===== config.mk =====
export PLATFORM = sky130hd
export DESIGN_NAME = atx_status_reporter
export DESIGN_NICKNAME = d
export VERILOG_FILES = /design/src/rtl/atx_status_reporter.sv
export SDC_FILE = /design/constraint.sdc
export NUM_CORES = 1
export LEC_CHECK = 0
export CELL_PAD_IN_SITES_DETAIL_PLACEMENT = 2
export CELL_PAD_IN_SITES_GLOBAL_PLACEMENT = 2
export CORE_MARGIN = 1
export CORE_UTILIZATION = 25
export DETAILED_ROUTE_END_ITERATION = 7
export GPL_TIMING_DRIVEN = 0
export PLACE_DENSITY_LB_ADDON = 0.1
export SETUP_SLACK_MARGIN = 0.15
export SLEW_MARGIN = 20
export SYNTH_ARGS = -nofsm -noshare
export SYNTH_HDL_FRONTEND = slang
export SYNTH_SLANG_ARGS = --single-unit
export TNS_END_PERCENT = 100

===== constraint.sdc =====
create_clock -name sclk -period 3.61 [get_ports sclk]
set_input_delay 0.9025 -clock sclk [delete_from_list [all_inputs] [get_ports sclk]]
set_output_delay 0.9025 -clock sclk [all_outputs]
set_load 0.02 [all_outputs]

===== src/rtl/atx_status_reporter.sv =====
// -----------------------------------------------------------------------------
// atx_status_reporter
//
// Status read-back stage on the host SPI clock. While the iCE is held in
// reset, this block watches the host bit stream for a status-read preamble.
// When it finds one, it answers with a 16-bit status frame on sdo, MSB first.
// The frame carries the decoder state, rail status, iCE done, a clear-on-read
// watchdog event count and a 3-bit frame sequence number. Once the iCE leaves
// reset, this block is held in reset and leaves the bus alone.
//
// Ports:
//   sclk          SPI clock; all state updates on posedge
//   n_ice_reset   asynchronous, active-high block reset
//   sdi           host serial data, sampled on posedge sclk
//   state[1:0]    command-decoder state
//   cs_pgood      power-good from the current-sense stage
//   main_en       main rail enable
//   ice_cdone     iCE CDONE
//   wdog_timeout  asynchronous watchdog timeout, active-high
//   sdo           status data to host (idles high)
//   sdo_oe        sdo driver enable, high only while a frame is sent
// -----------------------------------------------------------------------------
module atx_status_reporter #(
   parameter logic [7:0] PREAMBLE   = 8'h65,
   parameter logic [1:0] MARKER     = 2'b10,
   parameter int         WDOG_CNT_W = 4
) (
   input  logic       sclk,
   input  logic       n_ice_reset,
   input  logic       sdi,
   input  logic [1:0] state,
   input  logic       cs_pgood,
   input  logic       main_en,
   input  logic       ice_cdone,
   input  logic       wdog_timeout,
   output logic       sdo,
   output logic       sdo_oe
);

   typedef enum logic {HUNT, SEND} fsm_t;

   fsm_t                  fsm;
   // The oldest of the eight matched bits is never needed after the compare,
   // so only seven bits of history are stored.
   logic [6:0]            match_sr;
   logic [3:0]            bit_cnt;
   logic [15:0]           frame_sr;
   logic [WDOG_CNT_W-1:0] wdog_cnt;
   logic [2:0]            seq;
   logic                  wdog_p0, wdog_p1, wdog_p2;

   logic                  wdog_edge;
   logic                  match;
   logic [15:0]           frame_next;

   // Saturating increment of the watchdog event counter.
   function automatic logic [WDOG_CNT_W-1:0] sat_inc(input logic [WDOG_CNT_W-1:0] v);
      return (&v) ? v : v + WDOG_CNT_W'(1);
   endfunction

   // Frame assembly: each byte ends with an even-parity bit over its
   // preceding seven bits.
   function automatic logic [15:0] build_frame(input logic [1:0] st,
                                               input logic       pg,
                                               input logic       me,
                                               input logic       cd,
                                               input logic [3:0] wd,
                                               input logic [2:0] sq);
      logic [6:0] hi;
      logic [6:0] lo;
      hi = {MARKER, st, pg, me, cd};
      lo = {wd, sq};
      return {hi, ^hi, lo, ^lo};
   endfunction

   // Stage boundary: wdog_p0/p1 resynchronise the timeout, wdog_p2 delays it
   // one more cycle for the rising-edge detect.
   assign wdog_edge  = wdog_p1 & ~wdog_p2;
   assign match      = ({match_sr, sdi} == PREAMBLE);
   assign frame_next = build_frame(state, cs_pgood, main_en, ice_cdone,
                                   4'(wdog_cnt), seq);

   always_ff @(posedge sclk or posedge n_ice_reset) begin
      if (n_ice_reset) begin
         fsm      <= HUNT;
         match_sr <= '1;
         bit_cnt  <= '0;
         frame_sr <= '0;
         wdog_cnt <= '0;
         seq      <= '0;
         wdog_p0  <= 1'b0;
         wdog_p1  <= 1'b0;
         wdog_p2  <= 1'b0;
         sdo      <= 1'b1;
         sdo_oe   <= 1'b0;
      end else begin
         wdog_p0 <= wdog_timeout;
         wdog_p1 <= wdog_p0;
         wdog_p2 <= wdog_p1;

         // Clear-on-read: the snapshot takes the old count, while an edge
         // arriving on the match edge itself is kept as the new count.
         if (fsm == HUNT && match)
            wdog_cnt <= wdog_edge ? WDOG_CNT_W'(1) : '0;
         else if (wdog_edge)
            wdog_cnt <= sat_inc(wdog_cnt);

         case (fsm)
            HUNT: begin
               if (match) begin
                  fsm      <= SEND;
                  frame_sr <= frame_next;
                  sdo      <= frame_next[15];
                  sdo_oe   <= 1'b1;
                  bit_cnt  <= 4'd15;
                  seq      <= seq + 3'd1;
                  match_sr <= '1;
               end else begin
                  match_sr <= {match_sr[5:0], sdi};
               end
            end
            SEND: begin
               // Host bits during a frame are ignored. The next frame needs
               // eight fresh preamble bits after the frame ends.
               match_sr <= '1;
               if (bit_cnt == 4'd0) begin
                  fsm    <= HUNT;
                  sdo    <= 1'b1;
                  sdo_oe <= 1'b0;
               end else begin
                  bit_cnt  <= bit_cnt - 4'd1;
                  sdo      <= frame_sr[14];
                  frame_sr <= {frame_sr[14:0], 1'b0};
               end
            end
            default: fsm <= HUNT;
         endcase
      end
   end

endmodule


# --- Yosys cells after proc, flatten, opt, wreduce, memory -nomap -nowiden ---
# Index checks and enable logic that the tools add are counted.
word_totals:
  latchBits: 0
  mem_bits_rw: 0
  ff_bits: 39
  mem_count: 0
  romBits: 0
classes:
  addsub: 3
  n_eq_ne: 5
  multipliers: 0
  shifts: 0
  muxes: 20
  n_reduce_logical: 10
  n_bitwise: 3
  magnitude_cmp: 0
  div: 0
ops:
  columns: ["operator", "n"]
  rows:
  - ["15-bit 2-to-1 mux", 2]
  - ["15-bit case mux with 2 select lines", 1]
  - ["4-bit 2-to-1 mux", 5]
  - ["7-bit case mux with 2 select lines", 1]
  - ["7-bit XOR reduction", 2]
  - ["8-bit by 7-bit == test with 1-bit output, second input constant", 1]
  - ["4-bit case mux with 2 select lines", 1]
  - ["2-bit AND reduction", 4]
  - ["7-bit 2-to-1 mux", 1]
  - ["1-bit 2-to-1 mux", 6]
  - ["2-bit != test, second input constant", 3]
  - ["1-bit case mux with 2 select lines", 3]
  - ["4-bit by 1-bit adder with 4-bit output, second input constant", 1]
  - ["4-bit logical NOT", 1]
  - ["4-bit AND reduction", 1]
  - ["4-bit by 1-bit subtractor with 4-bit output, second input constant", 1]
  - ["3-bit by 1-bit adder with 3-bit output, second input constant", 1]
  - ["2-bit by 1-bit != test with 1-bit output, second input constant", 1]
  - ["1-bit NOT", 2]
  - ["2-bit nonzero test", 1]
  - ["1-bit AND", 1]
  - ["1-bit logical AND", 1]

# --- Logic depth before layout (Yosys ltp) ---
# Gate-level depths: netlist (run 1).
logic_depth:
  depth_word: 4
  depth_mapped: 9
  ltp_nobuf: 7

# --- Least setup slack after synthesis (run 1) ---
# No wires, ideal clock.
synth_timing:
  path_type: "input to register"
  start: "in sdi"
  end: "reg frame_sr[10]"
  t_arrival_ns: 1.769
  required_ns: 3.476
  cell_stages: 6
  path_buffers: 1
  path_slack_ns: 1.707
  path_cell_list: "nand4bb_1 nor3_4 nor2_4 inv_4 buf_12 a21oi_4"
synth_via:
  elab_chain_cells: 3
synth_rtl:
  columns: ["element", "line", "rtl"]
  rows:
  - ["start, declared", "30", "input logic sdi,"]
  - ["8-bit by 7-bit == test with 1-bit output", "79", "assign match = ({match_sr, sdi} == PREAMBLE);"]
  - ["2-bit != test (no source line)", null, null]
  - ["2-bit AND reduction (no source line)", null, null]
  - ["end signal, assigned", "112", "frame_sr <= frame_next;"]
  - ["end signal, assigned", "133", "frame_sr <= {frame_sr[14:0], 1'b0};"]
  - ["end, declared", "47", "logic [15:0] frame_sr;"]
# No other way between the ends.
# A chain may end at the register's enable or synchronous reset.

# --- Worst setup path in the final report (run 1) ---
# Ends and elaborated chain as after synthesis.

==> results of run 1 <==
[layer usage]
metal	routed length, µm	vias up
met5	0	-
met4	62	0
met1	1750	628
li1	-	570
met3	88	7
met2	2110	9
[state kept, by name (all words and copies together), names as in the netlist]
register  cells
bit_cnt       4
frame_sr     15
fsm           1
match_sr      7
sdo           1
sdo_oe        1
seq           3
wdog_cnt      4
wdog_p0       1
wdog_p1       1
wdog_p2       1
[stage by stage]
stage / util / total power, W / hold WS [ns]
floorplan: - / 0.00138 / 0.331
global placement: 0.289 / 0.00155 / 0.348
detailed placement: 0.293 / 0.00159 / 0.339
CTS: 0.309 / 0.00198 / 0.366
global route: 0.309 / 0.00209 / 0.374
finish: 0.309 / 0.00194 / 0.361
[layout make-up]
cell class / instances / area share
sequential: 39 / 0.439
clock buffer: 6 / 0.0368
inverter: 6 / 0.0112
buffer: 8 / 0.0323
multi-input combinational: 99 / 0.352
clock inverter: 2 / 0.0156
tap: 99 / 0.0552
timing repair buffer: 11 / 0.0569
[cells by family after synthesis]
| group | count (synthesis) | synth area share |
|---|---|---|
| flip-flops | 39 | 0.526 |
| adder cells (fa/ha/maj) | 4 | 0.0267 |
| AND/OR/NAND/NOR | 43 | 0.139 |
| buffers and inverters | 14 | 0.0521 |
| XOR/XNOR | 11 | 0.0587 |
| AO/OA/AOI/OAI | 28 | 0.128 |
| multiplexers | 13 | 0.0701 |
[worst max-delay path, stage by stage]
cell and delay [ns]:
sky130_fd_sc_hd__clkdlybuf4s50_1 0.48, sky130_fd_sc_hd__nand4bb_1 0.20, sky130_fd_sc_hd__nor3_4 0.49, sky130_fd_sc_hd__nor2_4 0.16, sky130_fd_sc_hd__inv_4 0.11, sky130_fd_sc_hd__buf_12 0.14, sky130_fd_sc_hd__a21oi_4 0.05
[synthesized netlist by cell type, drive strengths merged, types with 2 or more instances]
library cell / n / share of area
nor3: 14 / 0.043
a21oi: 15 / 0.062
nand2: 6 / 0.012
xor2: 3 / 0.014
dfstp: 8 / 0.11
nor2: 7 / 0.018
dfrtp: 31 / 0.41
buf: 8 / 0.039
nand3: 3 / 0.0080
ha: 4 / 0.027
nor2b: 2 / 0.0067
inv: 6 / 0.013
or3: 3 / 0.010
mux2i: 12 / 0.064
a22o: 2 / 0.0093
nand4bb: 2 / 0.021
o31ai: 2 / 0.011
o32a: 2 / 0.011
xnor2: 7 / 0.033
or2: 4 / 0.013
[path summary, 6_finish.rpt]
check                      slack [ns]      endpoint
min in group asynchronous        0.92        sdo_oe
max in group asynchronous        2.22        seq[2]
max reg2reg                      1.80  frame_sr[10]
min                              0.36       wdog_p1
min reg2reg                      0.36       wdog_p1
max                              1.24  frame_sr[10]
[power breakdown]
group	switching (W)	internal, W	total (W)
combinational	0.000392	0.000379	0.000771
clock	0.000156	0.000224	0.000380
sequential	0.000139	0.000646	0.000785
total	0.000687	0.00125	0.00194
==> run metrics, run 1 <==
required time at the endpoint of the critical path=3.78 ns; Port Buffer Count=10; RSZ-0062 raised after global routing=no; total of hold buffers inserted after clock tree synthesis=0; area of the die=7850 µm²; post-synthesis instance area=1870 µm²; Setup CP Type=primary input to register; FP Rows=31; wirelength, routed=4010 µm; Hold Path Cell Cnt=0; r2r worst-path depth=8; count of pins on the block boundary=11; post-layout worst setup margin=1.24 ns; MaxCap Viol Count=0; antenna diode count=0; min cycle time layout=2.37 ns; worst vdd rail ir drop=0.200 mV; hold crit path type=register to register; DRT Pass-1 Iters=2; cell total after placement=262; Fillers=793; maximum clock skew at final layout=0.00982 ns; final setup vio count=0; met2 global-route usage=0.217; via count=1214; most frequent standard cell in the layout excluding fill and tap cells=sky130_fd_sc_hd__dfrtp_1; routed length per placed instance=14.9 µm; Core Area=7250 µm²; pin count of the biggest net entering global routing=22; post-CTS setup repair buffer count=0; clock tree from TritonCTS=done; routability cong.=0.700; element type at the critical path end=register; initial antenna violation count=0; worst endpoint data arrival time=2.54 ns; Synthesized Nets=165; layout overhead on the synthesized area=19.7%; combined area of the multi-input logic cells=791 µm²; number of synthesized register bits=39; met3 track utilization from global routing=0.0308; commonest cells after routing, fill and taps aside=sky130_fd_sc_hd__dfrtp_1 (31), sky130_fd_sc_hd__nor3_1 (13), sky130_fd_sc_hd__mux2i_1 (12); run status=completed; final max-slew violation count=0; Root Driver=sky130_fd_sc_hd__clkbuf_8; number of enable flip-flop cells after synthesis=0; area of all placed cells without fillers=2240 µm²; total placed instance area=2130 µm²; met1 capacity usage during global routing=0.148; total half-perimeter wirelength after legalization and detailed placement=2950 µm; clk sinks=39; Synth Instances=152; routing layer with the top usage in global route=met2; fin crit share=0.656; share of cells above drive strength 1=0.263; final total negative setup slack=0 ns; clock edge transition at the registers on the reported setup and hold paths=0.07 ns; All-Layer GR Usage=0.124; fraction of synthesis flops using an asynchronous set or reset pin=1.00; filler-free cell count of the finished design=270; maximum clock path buffer count=2; Critical Path Source=sdi; kind of launch point of the worst setup path=primary input; H-tree levels=2; timing-limited maximum frequency=422 MHz; average cell area after synthesis=12.3 µm²; Skew-Pair Late Insertion Delay=0.29 ns; number of hold-slack violations in the final timing report=0; register cell area after layout=986 µm²; Vert. Die Dim=88.6 µm; leakage power=0.908 nW; count of unique library cells instantiated by Yosys=41; remaining routing DRC violations=0; startpoint of the tightest hold check path=wdog_p0; die outline width=88.6 µm; initial standard-cell utilization of the core=0.258; worst r2r src=bit_cnt[0]; NumNets Final=183; total power divided by cell area=863 nW/µm²; total congestion overflow=0; via-per-instance ratio=4.50; DR iter-0 viols=33; wire length of the first global-routing pass=7090 µm; post-synthesis sequential area ratio=0.526; warning count from the yosys run=0; worst slew pin tran=0.615 ns; worst slew margin relative to its limit=0.590; via count of the first global-routing pass=1401; Num CTS Buffers=5; maximum fanout along the worst path=10; most frequently used flop master after synthesis=sky130_fd_sc_hd__dfrtp_1; worst slack at placement=0.898 ns; post_cts resized=0; Post-DRT Antenna Nets=0
(Power assumes the default switching activity.)
==> run 2, diff against run 1 <==
Clock period 3.61 ns to 1.9 ns, I/O delays scaled along.
==> run 2 against run 1 <==
  * Register-to-register slack worse by 1.6 ns
  * Clock power is 90% higher
  * Critical endpoint is now frame_sr[0]
  * Critical path type is now register to register
  * Largest cell class unchanged
  * Flip-flop and latch count stayed put
  * Via count is 0.74% higher
  * Routed wire length is 2.5% higher
  * Critical path depth is 1 lower
  * Power is 99% higher
  * Global-route usage is 0.14 points higher
  * Non-clock buffer count is 4 higher
  * Sequential share of layout area is 2.4 points lower
  * Clock-buffer cell count stayed put
  * Final cell count is 1.5% higher
==> run metrics, run 2 (same netlist as run 1, synthesis figures left out) <==
r2r worst-path depth=6; FP Rows=31; worst endpoint data arrival time=1.83 ns; initial standard-cell utilization of the core=0.258; via-per-instance ratio=4.46; maximum clock skew at final layout=0.00968 ns; maximum fanout along the worst path=7; DR iter-0 viols=23; registers with the highest flip-flop counts=frame_sr (15), match_sr (7); total of hold buffers inserted after clock tree synthesis=0; worst r2r src=match_sr[1]; Skew-Pair Late Insertion Delay=0.29 ns; routed length per placed instance=15.0 µm; combinational fraction of design power=0.421; total half-perimeter wirelength after legalization and detailed placement=2950 µm; worst slew margin relative to its limit=0.599; routability cong.=0.700; remaining routing DRC violations=0; element type at the critical path end=register; pin count of the biggest net entering global routing=22; H-tree levels=2; Fillers=787; via count of the first global-routing pass=1414; wire length of the first global-routing pass=7140 µm; filler-free cell count of the finished design=274; final max-slew violation count=0; count of pins on the block boundary=11; Critical Path Source=match_sr[1]; clock network fraction of design power=0.187; cell total after placement=262; worst hold slack after final layout=0.361 ns; NumNets Final=187; share of cells above drive strength 1=0.337; switching fraction of total power=0.356; area of the die=7850 µm²; number of hold-slack violations in the final timing report=0; die outline width=88.6 µm; worst vdd rail ir drop=0.419 mV; Root Driver=sky130_fd_sc_hd__clkbuf_8; RSZ-0062 raised after global routing=no; area of all placed cells without fillers=2370 µm²; Switch Pwr=0.00137 W; Most flops, register=frame_sr; total congestion overflow=0; Post-DRT Antenna Nets=0; kind of launch point of the worst setup path=register; Num CTS Buffers=5; CP endpoint=frame_sr[0]; final setup vio count=0; antenna diode count=0; part of the power in registers=0.392; commonest cells after routing, fill and taps aside=sky130_fd_sc_hd__dfrtp_1 (31), sky130_fd_sc_hd__mux2i_1 (12), sky130_fd_sc_hd__a21oi_2 (8), sky130_fd_sc_hd__dfstp_2 (8); DRT Pass-1 Iters=4; clock edge transition at the registers on the reported setup and hold paths=0.07 ns; maximum clock path buffer count=2; worst slew pin tran=0.601 ns; total placed instance area=2130 µm²; fin crit share=0.875; initial antenna violation count=0; Port Buffer Count=10; timing-limited maximum frequency=602 MHz; endpoint of the worst-slack reg-to-reg timing path=frame_sr[0]; Core Area=7250 µm²; MaxCap Viol Count=0; wirelength, routed=4110 µm; Vert. Die Dim=88.6 µm; via count=1223; reg-to-reg slack, setup=0.24 ns; hold crit path type=register to register; All-Layer GR Usage=0.125; total power divided by cell area=1620 nW/µm²; layout overhead on the synthesized area=26.5%; required time at the endpoint of the critical path=2.07 ns; most frequent standard cell in the layout excluding fill and tap cells=sky130_fd_sc_hd__dfrtp_1; design internal power=0.00248 W; clk sinks=39; min cycle time layout=1.66 ns; leakage power=0.965 nW; run status=completed; number of flip-flops under the largest register name=15; clock tree from TritonCTS=done; Setup CP Type=register to register
## run 2: power by group through the flow
| stage | Combinational (W) | Sequential, W | Clock [W] |
|---|---|---|---|
| floorplan | 0.00117 | 0.00145 | 0 |
| global route | 0.00182 | 0.00157 | 0.000781 |
| finish | 0.00162 | 0.00151 | 0.000721 |
| CTS | 0.00155 | 0.00150 | 0.000753 |
| detailed placement | 0.00151 | 0.00151 | 0 |
| global placement | 0.00145 | 0.00149 | 0 |
## run 2: critical path, stage by stage (launching register included)
cell	delay, ns
sky130_fd_sc_hd__dfstp_2	0.53
sky130_fd_sc_hd__nand4bb_1	0.20
sky130_fd_sc_hd__nor3_4	0.25
sky130_fd_sc_hd__buf_12	0.16
sky130_fd_sc_hd__nor2_4	0.05
sky130_fd_sc_hd__buf_12	0.13
sky130_fd_sc_hd__a22o_1	0.22
## run 2: repair_timing
item / in CTS / in global routing
gates resized for setup: 2 / 16
pin swaps: 3 / 1
setup endpoints to repair: 28 / 12
setup buffers: 3 / 1
## run 2: cell type report
| type | instances | area, µm² | share of cell area |
|---|---|---|---|
| buffer | 8 | 75.1 | 0.0317 |
| clock buffer | 6 | 82.6 | 0.0348 |
| clock inverter | 2 | 35.0 | 0.0148 |
| inverter | 6 | 25.0 | 0.0106 |
| multi-input combinational | 99 | 861 | 0.363 |
| sequential | 39 | 986 | 0.416 |
| tap | 99 | 124 | 0.0522 |
| timing repair buffer | 15 | 183 | 0.0770 |
## run 2: per-stage QoR
stage | total power [W] | utilization | setup slack, ns | setup TNS, ns
5_1_grt | 0.00416 | 0.327 | 0.138 | 0
2_1_floorplan | 0.00262 | - | 0.287 | 0
4_1_cts | 0.00381 | 0.316 | 0.0769 | 0
6_report | 0.00385 | 0.327 | 0.238 | 0
3_5_place_dp | 0.00303 | 0.293 | -0.384 | -7.81
3_3_place_gp | 0.00294 | 0.289 | -0.380 | -19.25
## run 2: how the worst min path moves through the flow
stage                       start       to  slack [ns]  depth (start not counted)
after floorplan           wdog_p0  wdog_p1        0.33                          0
after global placement    wdog_p0  wdog_p1        0.35                          0
after detailed placement  wdog_p0  wdog_p1        0.34                          0
after CTS                 wdog_p0  wdog_p1        0.37                          0
after global routing      wdog_p0  wdog_p1        0.37                          0
final                     wdog_p0  wdog_p1        0.36                          0
## run 2: metal layers
layer / track usage / wire length, µm
met2: 0.221 / 2190
met1: 0.148 / 1780
met3: 0.0308 / 90
met5: 0 / 0
met4: 0.0440 / 51
==> run 3, diff against run 2 <==
Settings changed: PLACE_DENSITY set to 0.63, PLACE_DENSITY_LB_ADDON 0.1 to unset.
==> run 3 against run 2 <==
  * Clock-buffer cell count stayed put
  * Cell area up 0.21%
  * Clock power decreased by 23%
  * Global-route usage shrank 0.45 points
  * Clock skew grew 0.0013 ns
  * Routed wire length is 4.4% higher
  * Combinational power rose by 3%
  * Worst setup slack lost 0.0017 ns
  * Highest routed layer unchanged
==> run metrics, run 3 (same netlist as run 1, synthesis figures left out) <==
wirelength, routed=4290 µm; Switch Pwr=0.00141 W; RSZ-0062 raised after global routing=no; registers with the highest flip-flop counts=frame_sr (15), match_sr (7); Core Area=7250 µm²; MaxCap Viol Count=0; Most flops, register=frame_sr; Setup CP Type=register to register; design internal power=0.00234 W; NumNets Final=191; Skew-Pair Late Insertion Delay=0.29 ns; worst slew margin relative to its limit=0.586; number of hold-slack violations in the final timing report=0; Vert. Die Dim=88.6 µm; combinational fraction of design power=0.446; total of hold buffers inserted after clock tree synthesis=0; Fillers=786; layout overhead on the synthesized area=26.8%; min cycle time layout=1.66 ns; combined area of the multi-input logic cells=855 µm²; FP Rows=31; most frequent standard cell in the layout excluding fill and tap cells=sky130_fd_sc_hd__dfrtp_1; Crit-path slowest cell=sky130_fd_sc_hd__dfrtp_1; H-tree levels=2; Port Buffer Count=10; maximum fanout along the worst path=10; run status=completed; Design Power=0.00375 W; antenna diode count=0; routability cong.=0.686; worst-path cell chain=inv_2 -> ha_4 -> inv_1 -> o31a_1 -> buf_6 -> nor2_4 -> inv_4 -> buf_12 -> a21oi_2; final max-slew violation count=0; total power divided by cell area=1580 nW/µm²; via count of the first global-routing pass=1406; worst hold slack after final layout=0.355 ns; count of pins on the block boundary=11; Bufs and invs on worst path=5; kind of launch point of the worst setup path=register; element type at the critical path end=register; wire length of the first global-routing pass=7120 µm; worst vdd rail ir drop=0.484 mV; total half-perimeter wirelength after legalization and detailed placement=2960 µm; startpoint of the tightest hold check path=wdog_p0; clock tree from TritonCTS=done; kind of cell with the highest combined delay on the critical path=buffers and inverters; maximum clock path buffer count=2; remaining routing DRC violations=0; clk sinks=39; area of the die=7850 µm²; number of flip-flops under the largest register name=15; die outline width=88.6 µm; DR iter-0 viols=33; worst r2r src=bit_cnt[0]; part of the power in registers=0.405; Critical Path Source=bit_cnt[0]; DRT Pass-1 Iters=2; Num CTS Buffers=5; required time at the endpoint of the critical path=2.12 ns; worst endpoint data arrival time=1.88 ns; routed length per placed instance=15.4 µm; initial standard-cell utilization of the core=0.258; final setup vio count=0; via-per-instance ratio=4.49; clock network fraction of design power=0.149; Root Driver=sky130_fd_sc_hd__clkbuf_8; register cell area after layout=986 µm²; timing-limited maximum frequency=601 MHz; via count=1247; clock edge transition at the registers on the reported setup and hold paths=0.08 ns; commonest cells after routing, fill and taps aside=sky130_fd_sc_hd__dfrtp_1 (31), sky130_fd_sc_hd__mux2i_1 (12), sky130_fd_sc_hd__nor3_2 (8), sky130_fd_sc_hd__a21oi_2 (8), sky130_fd_sc_hd__dfstp_2 (8); pin count of the biggest net entering global routing=33; hold crit path type=register to register; fin crit share=0.876; All-Layer GR Usage=0.121; maximum clock skew at final layout=0.0110 ns; total congestion overflow=0; leakage power=0.955 nW; initial antenna violation count=0; critical path's largest stage delay=0.43 ns; Post-DRT Antenna Nets=0; share of cells above drive strength 1=0.358; switching fraction of total power=0.375; worst slew pin tran=0.622 ns
run 3: power by group through the flow:
stage,logic (W),clock network (W),registers (W)
floorplan,0.00117,0,0.00145
global placement,0.00141,0,0.00149
global route,0.00187,0.000615,0.00157
detailed placement,0.00150,0,0.00153
finish,0.00167,0.000557,0.00152
CTS,0.00155,0.000579,0.00151
run 3: cell type report:
type | count | area share
clock inverters | 2 | 0.00527
multi-input cells | 99 | 0.360
inverters | 6 | 0.0105
repair buffers | 19 | 0.0953
plain buffers | 8 | 0.0316
well taps | 99 | 0.0521
flip-flops and latches | 39 | 0.415
clock buffers | 6 | 0.0305
run 3: repair_timing:
action                                  in CTS  in global routing
pin swaps                                    2                  2
endpoints found under the setup margin      29                 10
buffers inserted                             3                  4
gates resized for setup                      4                 14
gates cloned                                 1                  0
run 3: metal layers:
metal,GRT usage,share of wire,vias up
li1,-,-,589
met1,0.145,0.43,642
met2,0.217,0.54,11
met3,0.0280,0.020,5
met4,0.0308,0.0061,0
met5,0,0,-
run 3: path summary, 6_finish.rpt:
check,depth (start not counted),slack [ns],end
max in group asynchronous,3,1.00,match_sr[1]
min in group asynchronous,2,0.41,wdog_cnt[3]
worst min-delay path,0,0.35,wdog_p1
worst max register to register,9,0.24,frame_sr[5]
worst max-delay path,9,0.24,frame_sr[5]
worst min register to register,0,0.35,wdog_p1
run 3: through the flow:
step	util	std cells	TNS (ns)	setup slack (ns)	area, µm²
2_1_floorplan	-	152	0	0.287	1870
3_3_place_gp	0.289	261	-14.36	-0.336	2100
5_1_grt	0.328	278	0	0.150	2380
3_5_place_dp	0.292	262	-7.32	-0.360	2120
4_1_cts	0.315	274	0	0.134	2280
6_report	0.328	278	0	0.236	2380
run 3: worst register-to-register path: stages, from the launching register on:
cell and delay, ns:
sky130_fd_sc_hd__dfrtp_1 0.43, sky130_fd_sc_hd__inv_2 0.08, sky130_fd_sc_hd__ha_4 0.13, sky130_fd_sc_hd__inv_1 0.06
sky130_fd_sc_hd__o31a_1 0.25, sky130_fd_sc_hd__buf_6 0.14, sky130_fd_sc_hd__nor2_4 0.17, sky130_fd_sc_hd__inv_4 0.07
sky130_fd_sc_hd__buf_12 0.15, sky130_fd_sc_hd__a21oi_2 0.12
